===== src/rtl/alu_rr_mchan.sv =====
// alu_rr_mchan: M-channel two-op ALU chain (z = op2(op1(a,b),c))
// sharing one two-stage pipeline behind a round-robin arbiter.
module alu_rr_mchan #(
  parameter int N   = 8,
  parameter int OPN = 3,
  parameter int M   = 4
) (
  input  logic             clk,
  input  logic             rst_n,
  input  logic [M-1:0]     in_valid,
  output logic [M-1:0]     in_ready,
  input  logic [M*N-1:0]   a,
  input  logic [M*N-1:0]   b,
  input  logic [M*N-1:0]   c,
  input  logic [M*OPN-1:0] op1,
  input  logic [M*OPN-1:0] op2,
  output logic [M-1:0]     out_valid,
  output logic [M*N-1:0]   z
);

  localparam int SW = (N > 1) ? $clog2(N) : 1;
  localparam int PW = (M > 1) ? $clog2(M) : 1;

  typedef struct packed {
    logic [N-1:0]   a;
    logic [N-1:0]   b;
    logic [N-1:0]   c;
    logic [OPN-1:0] op1;
    logic [OPN-1:0] op2;
  } req_t;

  typedef struct packed {
    logic           v;
    logic [PW-1:0]  ch;
    logic [N-1:0]   q;
    logic [N-1:0]   c;
    logic [OPN-1:0] op2;
  } s1_t;

  function automatic logic [N-1:0] alu(
    input logic [OPN-1:0] op,
    input logic [N-1:0]   x,
    input logic [N-1:0]   y
  );
    logic [SW-1:0] sh;
    logic [N-1:0]  r;
    sh = y[SW-1:0];
    case (32'(op))
      0:       r = x + y;
      1:       r = x - y;
      2:       r = x & y;
      3:       r = x | y;
      4:       r = x ^ y;
      5:       r = x;
      6:       r = x << sh;
      7:       r = x >> sh;
      default: r = '0;
    endcase
    return r;
  endfunction

  req_t          req_in [M];
  req_t          hold_q [M];
  logic [M-1:0]  pend_q;
  logic [PW-1:0] ptr_q;
  logic [M-1:0]  grant;
  logic [M-1:0]  acc;
  logic [PW-1:0] gidx;
  logic          found;
  logic [PW:0]   sum;
  logic [PW-1:0] ptr_nxt;
  s1_t           s1_q;
  logic [N-1:0]  z_q [M];

  // Slice the flat operand buses into per-channel requests
  always_comb begin
    for (int i = 0; i < M; i++) begin
      req_in[i].a   = a[i*N +: N];
      req_in[i].b   = b[i*N +: N];
      req_in[i].c   = c[i*N +: N];
      req_in[i].op1 = op1[i*OPN +: OPN];
      req_in[i].op2 = op2[i*OPN +: OPN];
    end
  end

  // First pending channel at or after ptr, wrapping upward
  always_comb begin
    found = 1'b0;
    gidx  = '0;
    sum   = '0;
    grant = '0;
    for (int k = 0; k < M; k++) begin
      sum = {1'b0, ptr_q} + (PW+1)'(k);
      if (sum >= (PW+1)'(M))
        sum = sum - (PW+1)'(M);
      if (!found && pend_q[sum[PW-1:0]]) begin
        found = 1'b1;
        gidx  = sum[PW-1:0];
      end
    end
    if (found)
      grant[gidx] = 1'b1;
  end

  assign ptr_nxt  = (gidx == PW'(M-1)) ? '0 : gidx + 1'b1;
  assign in_ready = ~pend_q | grant;
  assign acc      = in_valid & in_ready;

  // Holding registers, pending bits and arbiter pointer
  always_ff @(posedge clk or negedge rst_n) begin
    if (!rst_n) begin
      pend_q <= '0;
      ptr_q  <= '0;
      for (int i = 0; i < M; i++)
        hold_q[i] <= '0;
    end else begin
      pend_q <= (pend_q & ~grant) | acc;
      if (found)
        ptr_q <= ptr_nxt;
      for (int i = 0; i < M; i++)
        if (acc[i])
          hold_q[i] <= req_in[i];
    end
  end

  // Stage 1: first ALU op on the granted entry
  always_ff @(posedge clk or negedge rst_n) begin
    if (!rst_n) begin
      s1_q <= '0;
    end else begin
      s1_q.v <= found;
      if (found) begin
        s1_q.ch  <= gidx;
        s1_q.q   <= alu(hold_q[gidx].op1,
                        hold_q[gidx].a,
                        hold_q[gidx].b);
        s1_q.c   <= hold_q[gidx].c;
        s1_q.op2 <= hold_q[gidx].op2;
      end
    end
  end

  // Stage 2: second ALU op, per-channel result and pulse
  always_ff @(posedge clk or negedge rst_n) begin
    if (!rst_n) begin
      out_valid <= '0;
      for (int i = 0; i < M; i++)
        z_q[i] <= '0;
    end else begin
      out_valid <= '0;
      if (s1_q.v) begin
        out_valid[s1_q.ch] <= 1'b1;
        z_q[s1_q.ch] <= alu(s1_q.op2, s1_q.q, s1_q.c);
      end
    end
  end

  for (genvar i = 0; i < M; i++) begin : g_z
    assign z[i*N +: N] = z_q[i];
  end

endmodule


===== config.mk =====
export PLATFORM = sky130hd
export DESIGN_NAME = alu_rr_mchan
export DESIGN_NICKNAME = d
export VERILOG_FILES = /design/src/rtl/alu_rr_mchan.sv
export SDC_FILE = /design/constraint.sdc
export NUM_CORES = 1
export LEC_CHECK = 0
export CORE_UTILIZATION = 50
export DETAILED_ROUTE_END_ITERATION = 6
export MAX_ROUTING_LAYER = met4
export PLACE_DENSITY = 0.75
export REMOVE_ABC_BUFFERS = 1
export SLEW_MARGIN = 10
export SYNTH_ARGS = -nofsm -noshare
export SYNTH_HDL_FRONTEND = slang
export SYNTH_SLANG_ARGS = --single-unit

===== constraint.sdc =====
create_clock -name clk -period 4.6 [get_ports clk]
set_input_delay 1.38 -clock clk [delete_from_list [all_inputs] [get_ports clk]]
set_output_delay 1.38 -clock clk [all_outputs]
set_load 0.03 [all_outputs]

# Word-level counts from Yosys, hierarchy flattened
# Index checks and enable logic that the tools add are counted.
# Widths: inputs -> output; s select.
[totals]
register_bits = 184
out_inout_bits = 40
elab_cells = 139
[classes]
add_sub_neg = 12
order_cmp = 15
n_eq_ne = 15
shift = 4
n_mux = 36
n_bitwise = 14
reduce_logical = 11
[op_table]
columns = ["op", "n"]
rows = [
  ["$pmux 8 s8", 2],
  ["$bmux 30 s2", 1],
  ["$mux 30", 2],
  ["$bwmux 32", 1],
  ["$eq 3x3->1 const B", 8],
  ["$lt 2x3->1 const B", 6],
  ["$mux 2", 9],
  ["$add 8x8->8", 2],
  ["$and 8x8->8", 2],
  ["$demux 8 s2", 1],
  ["$mux 8", 2],
  ["$or 8x8->8", 2],
  ["$shl 8x3->8", 2],
  ["$shr 8x3->8", 2],
  ["$sub 8x8->8", 2],
  ["$xor 8x8->8", 2],
  ["$ge 3x3->1 const B", 5],
  ["$eq 3x2->1 const B", 4],
  ["$mux 1", 10],
  ["$and 4x4->4", 2],
  ["$bmux 1 s2", 4],
  ["$mux 4", 2],
  ["$not 4->4", 2],
  ["$or 4x4->4", 2],
  ["14 further kinds", 30],
]

# Depth between registers and ports, before layout
[logic_depth]
ltp_word = 22
depth_mapped = 22

# Worst setup path before layout
# No wires, ideal clock.
[synth_timing]
kind = "register to register"
from = "reg pend_q[3]"
to = "reg s1_q[18] in the netlist's numbering"
setup_ns = 0.123
t_arrival_ns = 3.708
required_ns = 4.477
slack_ns = 0.769
path_stages_with_launch = 21
period_less_slack_ns = 3.831
path_cell_list = "dfrtp_1 nand2b_1 a211o_1 and2_4 buf_8 buf_8 a211oi_4 a31oi_2 nor3_2 mux2_2 inv_1 ha_1 nor2b_1 o21ai_0 nand2b_1 a21o_1 nand2_1 a21oi_1 xnor2_1 xnor2_1 o221a_1"
[synth_between]
elab_chain_cells = 18
word_cells_on_any_way = 42
cone_classes = "add/sub (2); eq/ne (7); shift (2); mux (20); bitwise (4); reduce/logical (7)"
[synth_rtl]
columns = ["element", "line_no", "text"]
rows = [
  ["from (decl)", "64", "logic [M-1:0] pend_q;"],
  ["from (signal assigned)", "117", "pend_q <= (pend_q & ~grant) | acc;"],
  ["$bmux 1 s2", "96", "if (!found && pend_q[sum[PW-1:0]]) begin"],
  ["$mux 1 (implied by the code)", "96", ""],
  ["$mux 1", "96", ""],
  ["$logic_not 1->1", "96", ""],
  ["$logic_and 1x1->1", "96", ""],
  ["$mux 1", "96", ""],
  ["$logic_not 1->1", "96", ""],
  ["$logic_and 1x1->1", "96", ""],
  ["$mux 1", "96", ""],
  ["$logic_not 1->1", "96", ""],
  ["$logic_and 1x1->1", "96", ""],
  ["$mux 2", "96", ""],
  ["$not 2->3 (implied by the code)", "134, 135, 136", ""],
  ["$bmux 30 s2", "134, 135, 136", ""],
  ["$mux 30 (2 in series)", "-", ""],
  ["$sub 8x8->8 (tied with other cells)", "50", "1: r = x - y;"],
  ["$pmux 8 s8", "48", "case (32'(op))"],
  ["to (decl)", "72", "s1_t s1_q;"],
]
# Parallel ways exist; a longest one is shown, timed or not. The select of a mux whose other input is x is not followed.
# A chain may end at the register's enable or synchronous reset.

# Worst setup path in the final report
[layout_timing]
from = "reg ptr_q[1]"
to = "out in_ready[0]"
[layout_between]
elab_chain_cells = 20
word_cells_on_any_way = 44
cone_classes = "add/sub (7); order compare (6); mux (23); bitwise (1); reduce/logical (7)"
[layout_rtl]
columns = ["element", "line_no", "text"]
rows = [
  ["from (decl)", "65", "logic [PW-1:0] ptr_q;"],
  ["from (signal assigned)", "119", "ptr_q <= ptr_nxt;"],
  ["branches (longest 18 deep; another with $add 2x1->3)", "-", ""],
  ["$mux 4 *", "101", "if (found)"],
  ["$or 4x4->4 *", "106", "assign in_ready = ~pend_q | grant;"],
  ["to (decl)", "11", "output logic [M-1:0] in_ready,"],
]
# Every way passes the cells marked *. The select of a mux whose other input is x is not followed.

==> results.md <==
* CTS buffer count at 17
* Initial core utilization at between 50% and 60%
* R2R Path End: s1_q[18]$_DFFE_PN0P_
* Final antenna diode count at 0
* Congestion Overflow GR at 0
* Mapped cell area at approximately 11,000 sq um
* FF-to-FF Start: pend_q[1]$_DFF_PN0_
* Vias in the first global route at roughly 8,500
* Top post-synthesis cells by area: dfrtp_1 (42%), mux2_2 (15%), mux2i_1 (6.4%)
* TritonRoute pass-1 iters at 7
* Dpl hpwl at 19,500 microns
* Number of I/O pins at around 170
* Final Util at around 63%
* PostCTS Resize Cnt at 0
* Hold path start: z[6]$_DFFE_PN0P_
* Cell Count, Final, Fillers Out at 1,455
* Worst-path clk slew at ~0.07 ns
* Crit start category: register
* Clock skew after layout at 0.0138 ns
* FF/Latch Area at 4600 sq um
* Slew HR at between 30 and 40%
* WP data arrival at 2.82 ns
* Post-synth EDFFs at 0
* Cells after synthesis at 1,013
* Worst-path maximum fanout at 34
* Die X at 150 microns
* Fmax at 238 MHz
* Clock root cell: clkbuf_16
* FF-to-FF path depth at 18
* Routability cong. at 0.951
* R2r setup slk at 0.49 ns
* Largest net degree at the start of global routing at 98
* Hold Path Depth at 2
* Final Hold Fails at 0
* Final setup fails at 0
* Count of cell types in the netlist at between 70 and 80
* RSZ-0062 raised after global routing: false
* TritonCTS clock tree: built
* Multi-input logic area at ~6000 sq um
* Synth Register Bits at between 150 and 200
* Register area share after synthesis at 42.1%
* Die H at between 100 and 150 microns
* Placed Cells at approximately 1,400
* Max cap viols at 0
* Final Max Slew Viols at 0
* Crit Path Class: register to output port
* # Post-CTS Setup Buffers at 0
* Area growth, synth to finish at 23.2%
* Slew @ Worst Pin at 0.954 ns
* Clk_lat worst skew at 0.44 ns
* Post-Route WL at ~28,000 microns
* Post-Syn Area per Cell at between 10 and 15 sq um
* CP endpoint kind: output port
* Placeable Area at 21,200 sq um
* Required time of the critical path at about 3.2 ns
* DRT iter0 DRCs at 485
* Fraction of registers with async set/reset at 100%
* Share of layout cells above drive strength 1 at a little over a fifth
* H-tree Lvls at 4
* Hold Path Class: register to register
* Final #Nets at 1,348
* Antenna viol nets, final at 0
* Status: finished clean
* Post-route DRC at 0
* Vias per cell at 5.79
* DR WL/cell at approximately 19 microns
* Final Cycle Share at 91.4%
* Die area at 22,500 sq um
* GRT Total Usage at 26.9%
* Sink Count at ~180
* WHS Endpoint: z[6]$_DFFE_PN0P_
* Fin crit period at 4.20 ns
* Cell row count at 53
* Initial antenna violation count at 0
* Top_reg_cell synth: dfrtp_1
* CTS Hold Bufs at 0
* Yosys top cell area share at 42.1%
* Filler Cells Inserted at between 1,500 and 2,000
* Via Count at around 8,400
* Port bufs at 165
* Clock tree buffer depth at 2
* First-pass GRT wire length at 45,300 microns
* Area leader, netlist: dfrtp_1
* Synth Warn # at 0
cells in the mapped netlist (5+ instances only):
library cell / number
nand3_1: 12
o221ai_1: 6
nor2b_1: 5
o21ai_0: 55
a21oi_1: 41
a31oi_1: 8
buf_6: 7
a211oi_1: 7
xnor2_1: 19
a21o_1: 7
mux2_4: 11
o22ai_1: 13
o211ai_1: 5
a22oi_1: 6
nand2_1: 100
ha_1: 53
nand2b_1: 14
buf_2: 5
xor2_1: 7
mux4_2: 5
inv_1: 42
mux2i_1: 70
mux2_2: 142
dfrtp_1: 184
nor3_1: 10
clkbuf_1: 37
nor2_1: 49
kinds of logic (layout without fill, tap and decap cells):
logic type                 Yosys count  in the layout  synth area share [%]
AOI/OAI and AO/OA                  195            195                  11.9
buffers and inverters              103            270                  4.51
DFF                                184            184                  42.1
xor gates and xnor gates            26             26                  2.08
and+or+nand+nor                    220            220                  9.20
adders and majority gates           55             55                  6.43
muxes                              230            230                  23.8
critical path, stage by stage (launching register included):
cell and delay, ns:
dfrtp_1 0.45, mux2i_1 0.15, a2bb2oi_1 0.21, nor2b_4 0.34, inv_8 0.19, ha_1 0.25
nand2b_1 0.18, clkdlybuf4s50_1 0.61
routing by layer:
metal	part of all wire, %	routed length [microns]	vias to the layer above	global-route usage (%)
met5	0	0	-	-
met2	48	13200	287	43.1
li1	-	-	3936	-
met4	1.1	295	0	6.46
met3	5.3	1470	25	3.99
met1	46	12600	4174	35.8
metrics by stage:
| stage | setup TNS [ns] | setup WS [ns] | cell area [sq um] | hold slack, ns |
|---|---|---|---|---|
| final | 0 | 0.396 | 13500 | 0.483 |
| after global routing | 0 | 0.209 | 13500 | 0.512 |
| after CTS | 0 | 0.379 | 13500 | 0.486 |
| after detailed placement | 0 | 0.512 | 12900 | 0.470 |
| after global placement | 0 | 0.607 | 12900 | 0.461 |
| after floorplan | -0.253 | -0.154 | 10600 | 0.473 |
cell usage in the layout, fill, tap and decap left out, types with 6 or more instances in the layout:
cell and count:
o221ai_1 6, clkbuf_16 17, clkdlybuf4s50_1 164, nor2_1 49, ha_1 53, a22oi_1 6
dfrtp_1 184, buf_4 23, a21o_1 7, mux2_4 11, mux2i_1 70, inv_1 42
o21ai_0 55, inv_8 6, nand3_1 12, xnor2_1 19, a211oi_1 7, nor3_1 9
nand2b_1 14, a21oi_1 41, a31oi_1 8, xor2_1 7, nand2_1 96, o22ai_1 13
mux2_2 142
final cells by class:
| type | count | area share, % |
|---|---|---|
| inverters | 48 | 1.41 |
| clock buffers | 18 | 3.19 |
| clock inverters | 14 | 1.32 |
| well taps | 275 | 2.55 |
| multi-input cells | 726 | 43.5 |
| flip-flops and latches | 184 | 34.2 |
| repair buffers | 190 | 13.9 |
worst max path at each step:
stage	from	end
finish	ptr_q[1]$_DFFE_PN0P_	in_ready[0]
global placement	pend_q[1]$_DFF_PN0_	s1_q[18]$_DFFE_PN0P_
global route	ptr_q[1]$_DFFE_PN0P_	in_ready[0]
floorplan	ptr_q[1]$_DFFE_PN0P_	s1_q[18]$_DFFE_PN0P_
CTS	ptr_q[1]$_DFFE_PN0P_	in_ready[0]
detailed placement	pend_q[1]$_DFF_PN0_	s1_q[18]$_DFFE_PN0P_
registers in the layout, summed over array words and instances (netlist names):
| signal | flops |
|---|---|
| hold_q | 120 |
| out_valid | 4 |
| pend_q | 4 |
| ptr_q | 2 |
| s1_q | 22 |
| z | 32 |
Power is not shown: default switching activity piles up to over one toggle a cycle in this logic, so the estimate is an artifact.
